$ cat config.mk
export PLATFORM = sky130hd
export DESIGN_NAME = parity_nibble_rx
export DESIGN_NICKNAME = d
export VERILOG_FILES = /design/src/rtl/parity_rx_pkg.sv /design/src/rtl/parity_nibble_rx_bit_timer.sv /design/src/rtl/parity_nibble_rx.sv
export SDC_FILE = /design/constraint.sdc
export NUM_CORES = 1
export LEC_CHECK = 0
export BUFFER_PORTS_ARGS = -buffer_cell sky130_fd_sc_hd__buf_4
export CAP_MARGIN = 20
export CORE_MARGIN = 2
export CORE_UTILIZATION = 53
export CTS_CLUSTER_SIZE = 24
export DETAILED_ROUTE_END_ITERATION = 16
export PLACE_DENSITY = 0.77
export SLEW_MARGIN = 20
export SYNTH_ARGS = -nofsm -noshare
export SYNTH_HDL_FRONTEND = slang
export SYNTH_SLANG_ARGS = --single-unit
$ cat constraint.sdc
create_clock -name clk -period 4.3 [get_ports clk]
set_clock_uncertainty 0.2 [all_clocks]
set_input_delay 0.645 -clock clk [delete_from_list [all_inputs] [get_ports clk]]
set_output_delay 0.645 -clock clk [all_outputs]
set_load 0.02 [all_outputs]
$ cat src/rtl/parity_rx_pkg.sv
// Shared state encodings, widths and parity helper for the nibble receiver.
// Pure declarations: no latency, no flow control.
package parity_rx_pkg;

  localparam logic [2:0] ST_IDLE   = 3'd0;
  localparam logic [2:0] ST_START  = 3'd1;
  localparam logic [2:0] ST_DATA   = 3'd2;
  localparam logic [2:0] ST_PARITY = 3'd3;
  localparam logic [2:0] ST_STOP   = 3'd4;

  localparam int DATA_BITS      = 4;
  localparam int EVEN_PARITY    = 0;
  localparam int ODD_PARITY_SEL = 1;

  // Error when the total count of ones (data plus parity bit) breaks the selected rule.
  function automatic logic calc_parity_err(input logic [DATA_BITS-1:0] d,
                                           input logic p,
                                           input logic odd);
    return (^d ^ p) != odd;
  endfunction

endpackage

$ cat src/rtl/parity_nibble_rx_bit_timer.sv
// Mid-bit sample strobe: fires at CLKS_PER_BIT/2-1 for the start bit, then at CLKS_PER_BIT-1.
// Single-cycle strobe; no backpressure.
module bit_timer #(
  parameter int CLKS_PER_BIT = 4
) (
  input  logic clk,
  input  logic rst,
  input  logic i_clear,
  input  logic i_enable,
  input  logic i_first_bit,
  output logic o_sample
);

  localparam int CNT_W = (CLKS_PER_BIT > 2) ? $clog2(CLKS_PER_BIT) : 1;
  localparam logic [CNT_W-1:0] HALF_M1 = CNT_W'(CLKS_PER_BIT / 2 - 1);
  localparam logic [CNT_W-1:0] FULL_M1 = CNT_W'(CLKS_PER_BIT - 1);

  logic [CNT_W-1:0] r_cnt;
  logic             w_hit;

  assign w_hit    = i_first_bit ? (r_cnt == HALF_M1) : (r_cnt == FULL_M1);
  assign o_sample = i_enable && w_hit;

  // Restart on every strobe so each later sample lands a full bit after the previous one.
  always_ff @(posedge clk) begin
    if (rst || i_clear) begin
      r_cnt <= '0;
    end else if (i_enable) begin
      if (w_hit || r_cnt == FULL_M1) r_cnt <= '0;
      else                           r_cnt <= r_cnt + 1'b1;
    end
  end

endmodule

$ cat src/rtl/parity_nibble_rx.sv
// Serial 4-bit+parity receiver; data_valid rises 1 cycle after the stop-bit sample (+2 sync cycles on rx_in).
// data_valid holds until data_ready; a frame completing while held is dropped and flagged as overrun.
module parity_nibble_rx
  import parity_rx_pkg::*;
#(
  parameter int CLKS_PER_BIT = 4,
  parameter int ODD_PARITY   = 0,
  parameter int ERR_CNT_W    = 8
) (
  input  logic                 clk,
  input  logic                 rst,
  input  logic                 rx_in,
  output logic [3:0]           data_out,
  output logic                 parity_bit_out,
  output logic                 data_valid,
  input  logic                 data_ready,
  output logic                 parity_err,
  output logic                 frame_err,
  output logic                 overrun,
  output logic [ERR_CNT_W-1:0] err_count,
  output logic                 busy
);

  localparam logic P_ODD = (ODD_PARITY == ODD_PARITY_SEL);
  localparam logic [1:0] LAST_IDX = 2'(DATA_BITS - 1);

  logic                 r_rx_meta, r_rx_s;
  logic [2:0]           r_state;
  logic [1:0]           r_bit_idx;
  logic [DATA_BITS-1:0] r_shift;
  logic                 r_par;
  logic                 r_armed;

  logic [3:0]           r_data;
  logic                 r_par_out, r_valid, r_perr, r_ferr, r_ovr;
  logic [ERR_CNT_W-1:0] r_err_cnt;

  logic w_sample, w_clear, w_start_det;
  logic w_stop_smp, w_commit, w_frame_bad, w_load, w_ovr, w_perr_new, w_err_inc;

  always_ff @(posedge clk) begin
    if (rst) begin
      r_rx_meta <= 1'b1;
      r_rx_s    <= 1'b1;
    end else begin
      r_rx_meta <= rx_in;
      r_rx_s    <= r_rx_meta;
    end
  end

  assign w_start_det = (r_state == ST_IDLE) && !r_rx_s && r_armed;
  assign w_clear     = w_start_det;

  bit_timer #(.CLKS_PER_BIT(CLKS_PER_BIT)) u_timer (
    .clk         (clk),
    .rst         (rst),
    .i_clear     (w_clear),
    .i_enable    (r_state != ST_IDLE),
    .i_first_bit (r_state == ST_START),
    .o_sample    (w_sample)
  );

  // A framing error leaves the line low; wait for it to idle high before hunting a new start bit.
  always_ff @(posedge clk) begin
    if (rst) begin
      r_state   <= ST_IDLE;
      r_bit_idx <= '0;
      r_shift   <= '0;
      r_par     <= 1'b0;
      r_armed   <= 1'b1;
    end else begin
      case (r_state)
        ST_IDLE: begin
          if (r_rx_s) r_armed <= 1'b1;
          if (w_start_det) begin
            r_state   <= ST_START;
            r_bit_idx <= '0;
          end
        end
        ST_START: if (w_sample) r_state <= r_rx_s ? ST_IDLE : ST_DATA;
        ST_DATA: begin
          if (w_sample) begin
            r_shift[r_bit_idx] <= r_rx_s;
            r_bit_idx          <= r_bit_idx + 1'b1;
            if (r_bit_idx == LAST_IDX) r_state <= ST_PARITY;
          end
        end
        ST_PARITY: begin
          if (w_sample) begin
            r_par   <= r_rx_s;
            r_state <= ST_STOP;
          end
        end
        ST_STOP: begin
          if (w_sample) begin
            r_state <= ST_IDLE;
            if (!r_rx_s) r_armed <= 1'b0;
          end
        end
        default: r_state <= ST_IDLE;
      endcase
    end
  end

  assign w_stop_smp  = (r_state == ST_STOP) && w_sample;
  assign w_commit    = w_stop_smp && r_rx_s;
  assign w_frame_bad = w_stop_smp && !r_rx_s;
  assign w_load      = w_commit && (!r_valid || data_ready);
  assign w_ovr       = w_commit && r_valid && !data_ready;
  assign w_perr_new  = calc_parity_err(r_shift, r_par, P_ODD);
  assign w_err_inc   = w_frame_bad || w_ovr || (w_load && w_perr_new);

  always_ff @(posedge clk) begin
    if (rst) begin
      r_data    <= '0;
      r_par_out <= 1'b0;
      r_valid   <= 1'b0;
      r_perr    <= 1'b0;
      r_ferr    <= 1'b0;
      r_ovr     <= 1'b0;
      r_err_cnt <= '0;
    end else begin
      r_ferr <= w_frame_bad;
      if (w_ovr) r_ovr <= 1'b1;
      if (w_load) begin
        r_data    <= r_shift;
        r_par_out <= r_par;
        r_perr    <= w_perr_new;
        r_valid   <= 1'b1;
      end else if (r_valid && data_ready) begin
        r_valid <= 1'b0;
      end
      if (w_err_inc && r_err_cnt != '1) r_err_cnt <= r_err_cnt + 1'b1;
    end
  end

  assign data_out       = r_data;
  assign parity_bit_out = r_par_out;
  assign data_valid     = r_valid;
  assign parity_err     = r_perr;
  assign frame_err      = r_ferr;
  assign overrun        = r_ovr;
  assign err_count      = r_err_cnt;
  assign busy           = (r_state != ST_IDLE);

endmodule

==> reports/results.tsv <==
metric	value	unit
r2r_cells	5	
syn_area_per_cell	8.72	sq um
dp_cells	213	
critPathArrivalTime	1.47	ns
grt_pass1_wl	4.72	mm
stdcell_count	221	
maxCapViolCount	0	
drtAntennaViolNets	0	
cp-end-kind	primary output	
layout_commonest_cell	dfxtp_1	
clk_pin_slew	0.09	ns
wire_per_inst	12.8	um
setup_viol	0	
ir_drop	267	uV
synth.top_cells.by_area	dfxtp_1, mux2i_1, ha_1	
start_kind	flip-flop	
cts_tree	yes	
tns	0	ns
drive_gt1_frac	0.189	
finalHoldViolCount	0	
drtPass1Iterations	4	
num_vias	1234	
cp_max_fo	12	
antenna_found_initial	0	
layout.area.seq	641	sq um
p_leak	0.772	nW
grt.total_usage	0.194	
outcome	finished, final reports clean	
yosys_warnings	0	
fill_cells	239	
nNetsFinal	200	
period_share	0.538	
multiInputGateArea	776	sq um
pwr_density_cell	292	nW/um^2
synth_top_cell_by_area	dfxtp_1	
netlist_area	1480	sq um
dr.first_iter.drc_count	57	
ios	22	
core_area	2710	sq um
cts.sinks	32	
vias_per_cell	5.58	
htreeDepth	2	
timing.rr.start	r_shift[0]	
period_needed	2.31	ns
syn-num-nets	181	
cts_root_buf	clkbuf_4	
drc_errors	0	
crit_start	r_state[1]	
synth_top_area_frac	0.432	
worst_slack	1.99	ns
ys_types	33	
rrSetupSlack	2.29	ns
cts.repair.resized	0	
worst_pin_slew	0.663	ns
die_w	56.9	um
num_rows	19	
cp.required	3.45	ns
gp_congestion	0.774	
cts_made_buffers	5	
slew_viol_final	0	
rr_endpoint	err_count[4]	
whs_path_depth	1	
cts_buffer_depth	2	
synth-seq-area-share	0.432	
dpl.hpwl	1.95	mm
grt_start_max_net_pins	33	
postRouteWirelength	2.82	mm
diodes	0	
criticalPathCategory	reg2out	
grt_setup_unrepaired	no	
ctsHoldBuffers	0	
max_freq	432	MHz
port-buffer-count	21	
grt-ovfl-total	0	
die_y	56.9	um
grt_pass1_vias	1058	
place_ws	2.31	ns
final_cell_mix	dfxtp_1, buf_4, nor2_1	
synthToLayoutAreaGrowth	15.2	%
cts_setup_buffers	0	
critPathCapture	busy	
relSlewSlack	0.554	
syn_inst	170	
ys_ff_latch	32	
clk_latency	0.33	ns
start_util	0.547	
hp-class	reg2reg	
dieArea	3240	sq um
holdWs	0.221	ns
metal layers:
layer / track usage / vias up / share of wire
met2: 0.309 / 25 / 0.47
li1: - / 629 / -
met4: 0.0963 / 0 / 0.017
met1: 0.224 / 575 / 0.47
met5: 0 / - / 0
met3: 0.0760 / 5 / 0.046
sequential cells by signal, indices dropped and copies added, names as in the netlist, 2 cells and up:
signal         cells
u_timer.r_cnt      2
r_bit_idx          2
r_shift            4
r_state            3
data_out           4
err_count          8
per-stage QoR:
| stage | util | total power, mW | area (sq um) |
|---|---|---|---|
| 2_1_floorplan | - | 0.320 | 1480 |
| 3_3_place_gp | 0.608 | 0.324 | 1650 |
| 3_5_place_dp | 0.608 | 0.325 | 1650 |
| 4_1_cts | 0.630 | 0.506 | 1710 |
| 5_1_grt | 0.630 | 0.524 | 1710 |
| 6_report | 0.630 | 0.499 | 1710 |
cells by family after synthesis:
| group | synth area share |
|---|---|
| buf+inv | 0.0447 |
| compound gates | 0.119 |
| simple gates | 0.235 |
| mux | 0.0608 |
| flops | 0.432 |
| fa+ha+maj | 0.0591 |
| xor+xnor | 0.0498 |
report_power, final:
part | switching [mW] | internal, mW
combinational | 0.0100 | 0.00671
sequential | 0.00362 | 0.298
clock | 0.103 | 0.0777
critical path, cell delays in order (launching register included):
cell and delay (ns):
dfxtp_1 0.42, nor3_1 0.47, inv_1 0.08, buf_4 0.17
cells in the mapped netlist:
| cell type | number |
|---|---|
| xnor2_2 | 1 |
| nand3_1 | 9 |
| nor4_1 | 2 |
| ha_1 | 7 |
| nor2_1 | 18 |
| nand4_1 | 1 |
| and3_1 | 2 |
| o21ai_0 | 4 |
| clkbuf_1 | 8 |
| or2_2 | 3 |
| nand2_1 | 15 |
| mux2i_1 | 9 |
| nor4bb_1 | 1 |
| a211oi_1 | 1 |
| a21oi_1 | 17 |
| dfxtp_1 | 32 |
| or3_1 | 4 |
| nand3b_1 | 1 |
| o211ai_2 | 2 |
| o21bai_1 | 1 |
| nand4b_1 | 1 |
| inv_1 | 7 |
| o31a_1 | 1 |
| nor3_1 | 8 |
| a31oi_1 | 1 |
| buf_2 | 2 |
| a32oi_1 | 1 |
| xor2_1 | 4 |
| xnor3_1 | 1 |
| a22oi_1 | 1 |
| and4b_1 | 1 |
| nand2b_1 | 3 |
| and4_1 | 1 |
worst min path at each step:
stage,from,endpoint,slack [ns]
final,r_rx_meta,r_rx_s,0.22
after global placement,r_rx_meta,r_rx_s,0.19
after floorplan,r_rx_meta,r_rx_s,0.19
after global routing,r_rx_meta,r_rx_s,0.23
after detailed placement,r_rx_meta,r_rx_s,0.20
after CTS,r_rx_meta,r_rx_s,0.23
final cells by class:
class,instances,share of cell area
multi-input cells,121,0.454
well taps,31,0.0227
clock inverters,2,0.00586
clock buffers,6,0.0300
flip-flops and latches,32,0.375
repair buffers,22,0.0967
inverters,7,0.0154
(Power assumes the default switching activity.)
